File: src/rtl/seven_seg_scan_ctrl.sv
// seven_seg_scan_ctrl: double-buffered, blank-gapped multiplexed 7-segment scanner.
// Optional LEADING_ZERO_BLANK_EN replaces leading zero digits with the blank code at transfer.
module seven_seg_scan_ctrl #(
  parameter int NUM_DIGITS   = 4,
  parameter int REFRESH_DIV  = 50000,
  parameter int BLANK_CYCLES = 500
) (
  input  logic                    clk,
  input  logic                    rst,
  input  logic                    enable,
  input  logic [4*NUM_DIGITS-1:0] digits_in,
  input  logic                    load,
  output logic                    load_ack,
  output logic                    frame_start,
  output logic [3:0]              bcd_out,
  output logic [NUM_DIGITS-1:0]   digit_en
);
  localparam int CMAX = REFRESH_DIV > BLANK_CYCLES ? REFRESH_DIV : BLANK_CYCLES;
  localparam int CW   = $clog2(CMAX + 1);
  localparam int IW   = NUM_DIGITS > 1 ? $clog2(NUM_DIGITS) : 1;
  localparam int DW   = 4 * NUM_DIGITS;
  typedef enum logic {BLANK, DRIVE} state_t;
  state_t                state_q, state_d;
  logic [IW-1:0]         idx_q, idx_d;
  logic [CW-1:0]         cnt_q, cnt_d;
  logic                  pending_q, pending_d;
  logic [DW-1:0]         shadow_q, shadow_d, display_q, display_d;
  logic [NUM_DIGITS-1:0] digit_en_q, digit_en_d;
  logic [3:0]            bcd_q, bcd_d;
  logic                  load_ack_q, load_ack_d, frame_start_q, frame_start_d;
  logic                  xfer;
  function automatic logic [DW-1:0] fmt(input logic [DW-1:0] v);
`ifdef LEADING_ZERO_BLANK_EN
    logic lead;
    fmt  = v;
    lead = 1'b1;
    for (int i = NUM_DIGITS - 1; i > 0; i--) begin
      lead = lead && (v[4*i+:4] == 4'h0);
      if (lead) fmt[4*i+:4] = 4'hF;
    end
`else
    fmt = v;
`endif
  endfunction
  // BLANK counts 1..BLANK_CYCLES so the idle count of 0 after reset or disable adds the extra lead-in cycle
  always_comb begin
    state_d       = state_q;
    idx_d         = idx_q;
    cnt_d         = cnt_q + 1'b1;
    pending_d     = pending_q | load;
    shadow_d      = load ? digits_in : shadow_q;
    display_d     = display_q;
    load_ack_d    = 1'b0;
    frame_start_d = 1'b0;
    xfer          = 1'b0;
    if (!enable) begin
      state_d = BLANK;
      idx_d   = '0;
      cnt_d   = '0;
    end else if (state_q == BLANK && cnt_q == CW'(BLANK_CYCLES)) begin
      state_d       = DRIVE;
      cnt_d         = '0;
      xfer          = idx_q == '0;
      frame_start_d = xfer;
    end else if (state_q == DRIVE && cnt_q == CW'(REFRESH_DIV - 1)) begin
      state_d = BLANK;
      cnt_d   = CW'(1);
      idx_d   = idx_q == IW'(NUM_DIGITS - 1) ? '0 : idx_q + 1'b1;
    end
    if (xfer && (pending_q || load)) begin
      display_d  = fmt(load ? digits_in : shadow_q);
      pending_d  = 1'b0;
      load_ack_d = 1'b1;
    end
    digit_en_d = state_d == DRIVE ? NUM_DIGITS'(1) << idx_d : '0;
    bcd_d      = state_d == DRIVE ? display_d[4*idx_d+:4] : 4'hF;
  end
  always_ff @(posedge clk) begin
    if (rst) begin
      state_q       <= BLANK;
      idx_q         <= '0;
      cnt_q         <= '0;
      pending_q     <= 1'b0;
      shadow_q      <= '1;
      display_q     <= '1;
      digit_en_q    <= '0;
      bcd_q         <= 4'hF;
      load_ack_q    <= 1'b0;
      frame_start_q <= 1'b0;
    end else begin
      state_q       <= state_d;
      idx_q         <= idx_d;
      cnt_q         <= cnt_d;
      pending_q     <= pending_d;
      shadow_q      <= shadow_d;
      display_q     <= display_d;
      digit_en_q    <= digit_en_d;
      bcd_q         <= bcd_d;
      load_ack_q    <= load_ack_d;
      frame_start_q <= frame_start_d;
    end
  end
  assign digit_en    = digit_en_q;
  assign bcd_out     = bcd_q;
  assign load_ack    = load_ack_q;
  assign frame_start = frame_start_q;
endmodule

File: config.mk
export PLATFORM = sky130hd
export DESIGN_NAME = seven_seg_scan_ctrl
export DESIGN_NICKNAME = d
export VERILOG_FILES = /design/src/rtl/seven_seg_scan_ctrl.sv
export SDC_FILE = /design/constraint.sdc
export NUM_CORES = 1
export LEC_CHECK = 0
export BUFFER_PORTS_ARGS = -buffer_cell sky130_fd_sc_hd__buf_2
export CORE_ASPECT_RATIO = 0.5
export CORE_MARGIN = 2
export CORE_UTILIZATION = 62
export DETAILED_ROUTE_END_ITERATION = 8
export PLACE_DENSITY = 0.82
export SLEW_MARGIN = 20
export SYNTH_ARGS = -nofsm -noshare
export SYNTH_HDL_FRONTEND = slang
export SYNTH_SLANG_ARGS = --single-unit
File: constraint.sdc
create_clock -name clk -period 6.76 [get_ports clk]
set_clock_uncertainty 0.15 [all_clocks]
set_input_delay 1.014 -clock clk [delete_from_list [all_inputs] [get_ports clk]]
set_output_delay 1.014 -clock clk [all_outputs]
set_load 0.03 [all_outputs]
==> results of run 1 <==
## state kept, by name, summed over array words and instances, names as in the netlist
signal,flops
cnt_q,16
display_q,16
shadow_q,16
bcd_out,4
digit_en,4
idx_q,2
frame_start,1
load_ack,1
pending_q,1
state_q,1
## final cells by class
| type | instances | area share |
|---|---|---|
| clock buffers | 12 | 0.0515 |
| multi-input cells | 193 | 0.437 |
| inverters | 11 | 0.0137 |
| well taps | 54 | 0.0224 |
| clock inverters | 4 | 0.0150 |
| repair buffers | 29 | 0.0482 |
| flip-flops and latches | 62 | 0.412 |
## synth_stat cells, types with 2 or more instances
| cell | number |
|---|---|
| mux2i_1 | 26 |
| nor2_1 | 26 |
| o21ai_0 | 4 |
| xor2_1 | 8 |
| nand2_1 | 46 |
| or2_2 | 2 |
| and3_1 | 4 |
| nor4_1 | 2 |
| dfxtp_1 | 62 |
| a21oi_1 | 3 |
| o211ai_1 | 17 |
| mux2_2 | 4 |
| nand3_1 | 7 |
| buf_2 | 2 |
| xnor2_1 | 6 |
| and4_1 | 2 |
| clkbuf_1 | 7 |
| inv_1 | 11 |
| nand4bb_1 | 2 |
| nor3b_1 | 3 |
| nand2b_1 | 2 |
| a31oi_1 | 2 |
| a211oi_1 | 2 |
| ha_1 | 4 |
| nand4_1 | 3 |
| nor3_1 | 4 |
| or3_1 | 2 |
## stage by stage
step	area (sq um)	hold WS [ns]	power (mW)	util
after global routing	3010	0.359	0.756	0.749
final	3010	0.335	0.733	0.749
after CTS	3010	0.337	0.738	0.749
after detailed placement	2810	0.323	0.417	0.699
after floorplan	2670	0.298	0.405	-
after global placement	2810	0.310	0.415	0.699
## power by group
group / internal, mW / switching (mW) / total, mW
clock: 0.188 / 0.136 / 0.324
sequential: 0.372 / 0.00207 / 0.374
combinational: 0.0140 / 0.0208 / 0.0348
total: 0.574 / 0.159 / 0.733
## cells by family (layout without fill, tap and decap cells)
group,after synthesis,in the layout
XOR/XNOR,14,14
AO/OA/AOI/OAI,30,30
flip-flops,62,62
adder cells (fa/ha/maj),4,4
AND/OR/NAND/NOR,112,112
multiplexers,33,33
buffers and inverters,23,56
## critical path: stages
cell and delay (ns):
buf_2 0.41, nor2_1 0.18, or3_1 0.48, nor2_1 0.38
mux4_1 0.42, o211ai_1 0.18
## layer usage
| layer | vias to the layer above | wire [microns] | GRT usage |
|---|---|---|---|
| li1 | 1028 | - | - |
| met1 | 925 | 2390 | 0.283 |
| met2 | 56 | 2420 | 0.377 |
| met3 | 11 | 336 | 0.0738 |
| met4 | 0 | 82 | 0.103 |
| met5 | - | 0 | 0 |
## worst max path at each step
stage / to / slack, ns / cells past startpoint
6_report: bcd_out[3] / 3.81 / 6
5_1_grt: cnt_q[14] / 3.66 / 6
4_1_cts: display_q[3] / 3.83 / 6
3_5_place_dp: bcd_out[3] / 3.48 / 6
3_3_place_gp: bcd_out[3] / 3.53 / 7
2_1_floorplan: display_q[10] / 4.00 / 8
==> results.py, run 1 <==
metrics = {
    "global_route": {
        "grt_pass1_vias": 1896,
        "track_usage": 0.230,
        "grt_overflow": 0,
        "grt_start_max_net_pins": 34,
        "grt_first_pass_wirelength_microns": 8710,
        "antenna_found_initial": 0,
    },
    "synthesis": {
        "synthMuxAreaShare": 0.138,
        "synthArstFlopShare": 0,
        "synthAdderAreaFrac": 0.0188,
        "synth_top_cell_by_area": "dfxtp_1",
        "synth_cells": 278,
        "synth_top_family_by_area": "simple AND/OR/NAND/NOR gates",
        "synth_compound_area_frac": 0.0765,
        "yosys.area_share.simple": 0.214,
        "yosys.area.top_type_share": 0.465,
        "syn_area_per_cell_sq_um": 9.60,
        "ys_seq_area_frac": 0.465,
        "yosys-top-cells-area": "dfxtp_1 (47%), mux2i_1 (9.8%), nand2_1 (6.5%)",
        "synth_cell_types": 42,
        "syn-num-nets": 302,
        "synth_area_sq_um": 2670,
        "synth-main-ff-cell": "dfxtp_1",
        "ys_warn_count": 0,
        "ys_seq_elements": 62,
        "synth_edf_count": 0,
        "synth-xor-area-share": 0.0460,
    },
    "sta": {
        "setup_slack_ns": 3.81,
        "fmax_ghz": 0.339,
        "relSlewSlack": 0.357,
        "final-setup-viol-count": 0,
        "period_share": 0.437,
        "hold_violations": 0,
        "setup_tns_ns": 0,
        "rsz0062_at_grt": "no",
        "worstMarginPinSlew_ns": 0.963,
        "post-route-min-period_ns": 2.95,
        "finalMaxSlewViolations": 0,
    },
    "clock_network": {
        "htree_levels": 3,
        "clockRootBuffer": "clkbuf_8",
        "post-cts-setup-buffer-count": 0,
        "path_clk_slew_ns": 0.07,
        "ctsResizeCount": 0,
        "cts_tree": "yes",
        "cts_buffers": 9,
        "insertion_delay_ns": 0.35,
        "cts_buffer_depth": 2,
        "clkSinkCount": 62,
        "hold_buffers": 0,
    },
    "final_layout": {
        "multi_input_area_sq_um": 1320,
        "fillerInstances": 292,
        "syn_to_final_growth_pct": 12.9,
        "fin_nets": 330,
        "post_route_cells_drive_above_1_share": 0.174,
        "antenna_cells": 0,
        "fin_cells": 365,
        "layout_commonest_cell": "dfxtp_1",
        "final_cell_mix": "dfxtp_1 (62), nand2_1 (46), buf_2 (29)",
        "seqCellArea_sq_um": 1240,
    },
    "routing": {
        "drc": 0,
        "num_vias": 2020,
        "ant_nets": 0,
        "firstDrtPassIters": 4,
        "routedWlPerCell_microns": 14.3,
        "via_per_inst": 5.53,
        "initialDrtViolationCount": 128,
        "routed_wirelength_microns": 5230,
    },
    "min_path": {
        "min_from": "display_q[15]",
        "hold_path.class": "flop to flop",
        "min_to": "display_q[15]",
        "hold_depth": 2,
    },
    "critical_path": {
        "r2r_start": "cnt_q[0]",
        "startpoint_type": "input port",
        "cp.arrival_ns": 3.07,
        "reg2reg_to": "bcd_out[2]",
        "worst-setup-path-type": "input port to flop",
        "crit_required_ns": 6.88,
        "reg2reg_slack_ns": 4.08,
        "end_kind": "flop",
        "worst_r2r_path_depth": 7,
        "startpoint": "load",
        "crit_fanout": 17,
    },
    "placed_design": {
        "placed_cells_incl_taps": 349,
        "place_ws_ns": 3.48,
        "gp_congestion": 0.795,
        "numPortBuffers": 29,
        "dp_hpwl_microns": 3620,
    },
    "die": {
        "ios": 30,
        "die_w_microns": 96.8,
        "die_area_sq_um": 4880,
        "fp.coreArea_sq_um": 4020,
        "start_util": 0.663,
        "die_y_microns": 50.4,
        "row_count": 16,
    },
    "power": {
        "leakage_nw": 1.37,
        "p_per_area_nw_per_um2": 243,
        "ir_drop_uv": 177,
    },
    "run": {
        "drv_cap": 0,
    },
    "run_status": {
        "status": "finished clean",
    },
}
No activity file was read; power rests on OpenSTA's default activity.
==> run 2, diff against run 1 <==
- CORE_UTILIZATION: 62 -> 52
- PLACE_DENSITY: 0.82 -> 0.73
- clock period: 6.76 -> 2.5 ns (I/O delays scaled with it)
==> results.py, run 2 (synthesis gave the netlist of run 1 again) <==
metrics = {
    "global_route": {
        "antenna_found_initial": 0,
        "grt_overflow": 0,
        "grt_first_pass_wirelength_microns": 8630,
        "grt_pass1_vias": 1808,
        "grt_start_max_net_pins": 33,
        "track_usage": 0.201,
    },
    "critical_path": {
        "critical_path.cell_chain": "ha_4 -> nand4bb_4 -> nor4_4 -> mux2_4 -> buf_4 -> mux4_1 -> o211ai_1",
        "cp.arrival_ns": 2.55,
        "crit_required_ns": 2.61,
        "startpoint": "cnt_q[0]",
        "end_kind": "flop",
        "startpoint_type": "flop",
        "slowest_delay_ns": 0.46,
        "worst_r2r_path_depth": 7,
        "crit_fanout": 7,
        "worst-setup-path-type": "flop to flop",
        "endpoint": "bcd_out[3]",
        "r2r_start": "cnt_q[0]",
        "slowest_stage": "mux4_1",
        "reg2reg_slack_ns": 0.06,
        "reg2reg_to": "bcd_out[3]",
    },
    "sta": {
        "fmax_ghz": 0.409,
        "relSlewSlack": 0.662,
        "setup_slack_ns": 0.0567,
        "post-route-min-period_ns": 2.44,
        "setup_tns_ns": 0,
        "finalMaxSlewViolations": 0,
        "period_share": 0.977,
        "hold_violations": 0,
        "final-setup-viol-count": 0,
        "worstMarginPinSlew_ns": 0.499,
        "timing.hold.ws_ns": 0.115,
        "rsz0062_at_grt": "no",
    },
    "final_layout": {
        "final_cell_mix": "dfxtp_1 (60), nand2_1 (46), buf_2 (29)",
        "fin_nets": 353,
        "multi_input_area_sq_um": 1370,
        "post_route_cells_drive_above_1_share": 0.249,
        "antenna_cells": 0,
        "layout_commonest_cell": "dfxtp_1",
        "top_regs": "cnt_q x16, display_q x16, shadow_q x16",
        "seqCellArea_sq_um": 1240,
        "syn_to_final_growth_pct": 23.1,
        "fillerInstances": 399,
        "final_cell_area_sq_um": 3280,
    },
    "routing": {
        "via_per_inst": 5.29,
        "num_vias": 2138,
        "firstDrtPassIters": 4,
        "ant_nets": 0,
        "initialDrtViolationCount": 92,
        "routedWlPerCell_microns": 13.9,
        "routed_wirelength_microns": 5610,
        "drc": 0,
    },
    "clock_network": {
        "path_clk_slew_ns": 0.07,
        "insertion_delay_ns": 0.33,
        "htree_levels": 3,
        "clockRootBuffer": "clkbuf_8",
        "cts_tree": "yes",
        "cts_buffers": 9,
        "hold_buffers": 0,
        "clkSinkCount": 62,
        "cts_buffer_depth": 2,
    },
    "die": {
        "die_w_microns": 105,
        "row_count": 18,
        "start_util": 0.541,
        "die_y_microns": 54.6,
        "fp.coreArea_sq_um": 4930,
        "die_area_sq_um": 5750,
        "ios": 30,
    },
    "placed_design": {
        "gp_congestion": 0.879,
        "numPortBuffers": 29,
        "place_ws_ns": 0.0772,
        "place_area_sq_um": 2950,
        "dp_hpwl_microns": 3780,
    },
    "run_status": {
        "status": "finished clean",
    },
    "power": {
        "p_total_mw": 2.12,
        "ir_drop_uv": 331,
        "p_per_area_nw_per_um2": 645,
        "leakage_nw": 1.50,
    },
    "min_path": {
        "hold_path.class": "input port to flop",
    },
    "run": {
        "drv_cap": 0,
    },
}
[run 2: cell count changes in the layout (fill, tap and decap cells not counted), moves of 2 or more]
cell      previous run  this run
buf_4                0        22
clkinv_2             3         1
dfxtp_1             62        60
dfxtp_2              0         2
[run 2: final cells by class]
cell class / instances / share of cell area
Clock buffer: 13 / 0.0514
Clock inverter: 3 / 0.0198
Inverter: 11 / 0.0126
Multi-Input combinational cell: 194 / 0.416
Sequential cell: 62 / 0.379
Tap cell: 70 / 0.0267
Timing Repair Buffer: 51 / 0.0945
[run 2: per-layer routing]
| layer | part of all wire | vias up | GRT usage |
|---|---|---|---|
| met5 | 0 | - | 0 |
| met4 | 0.023 | 0 | 0.0711 |
| met2 | 0.46 | 44 | 0.322 |
| met1 | 0.47 | 1006 | 0.254 |
| li1 | - | 1072 | - |
| met3 | 0.051 | 16 | 0.0786 |
[run 2: worst max-delay path, delay by kind of cell, from the launching register on]
family,cells,cell delay (ns)
muxes,2,0.85
adders and majority gates,1,0.16
and+or+nand+nor,2,0.50
DFF,1,0.37
buffers and inverters,1,0.15
AOI/OAI and AO/OA,1,0.18
[run 2: repair_timing]
item	CTS	global route
gates resized for setup	0	8
endpoints found under the setup margin	0	14
setup buffers	0	7
[run 2: how the worst min path moves through the flow]
stage,from,to,cells past startpoint
after floorplan,rst,frame_start,1
after global placement,display_q[1],display_q[1],2
after detailed placement,display_q[0],display_q[0],2
after CTS,rst,idx_q[0],2
after global routing,rst,idx_q[0],2
final,rst,idx_q[0],2
[run 2: through the flow]
step | instances | utilization
4_1_cts | 396 | 0.645
5_1_grt | 404 | 0.666
6_report | 404 | 0.666
3_5_place_dp | 380 | 0.597
3_3_place_gp | 380 | 0.597
2_1_floorplan | 278 | -
[run 2: power by group]
group          internal, mW  switching, mW  total [mW]
clock                 0.642          0.366        1.01
combinational        0.0422         0.0574      0.0996
sequential             1.01        0.00605        1.01
total                  1.69          0.429        2.12
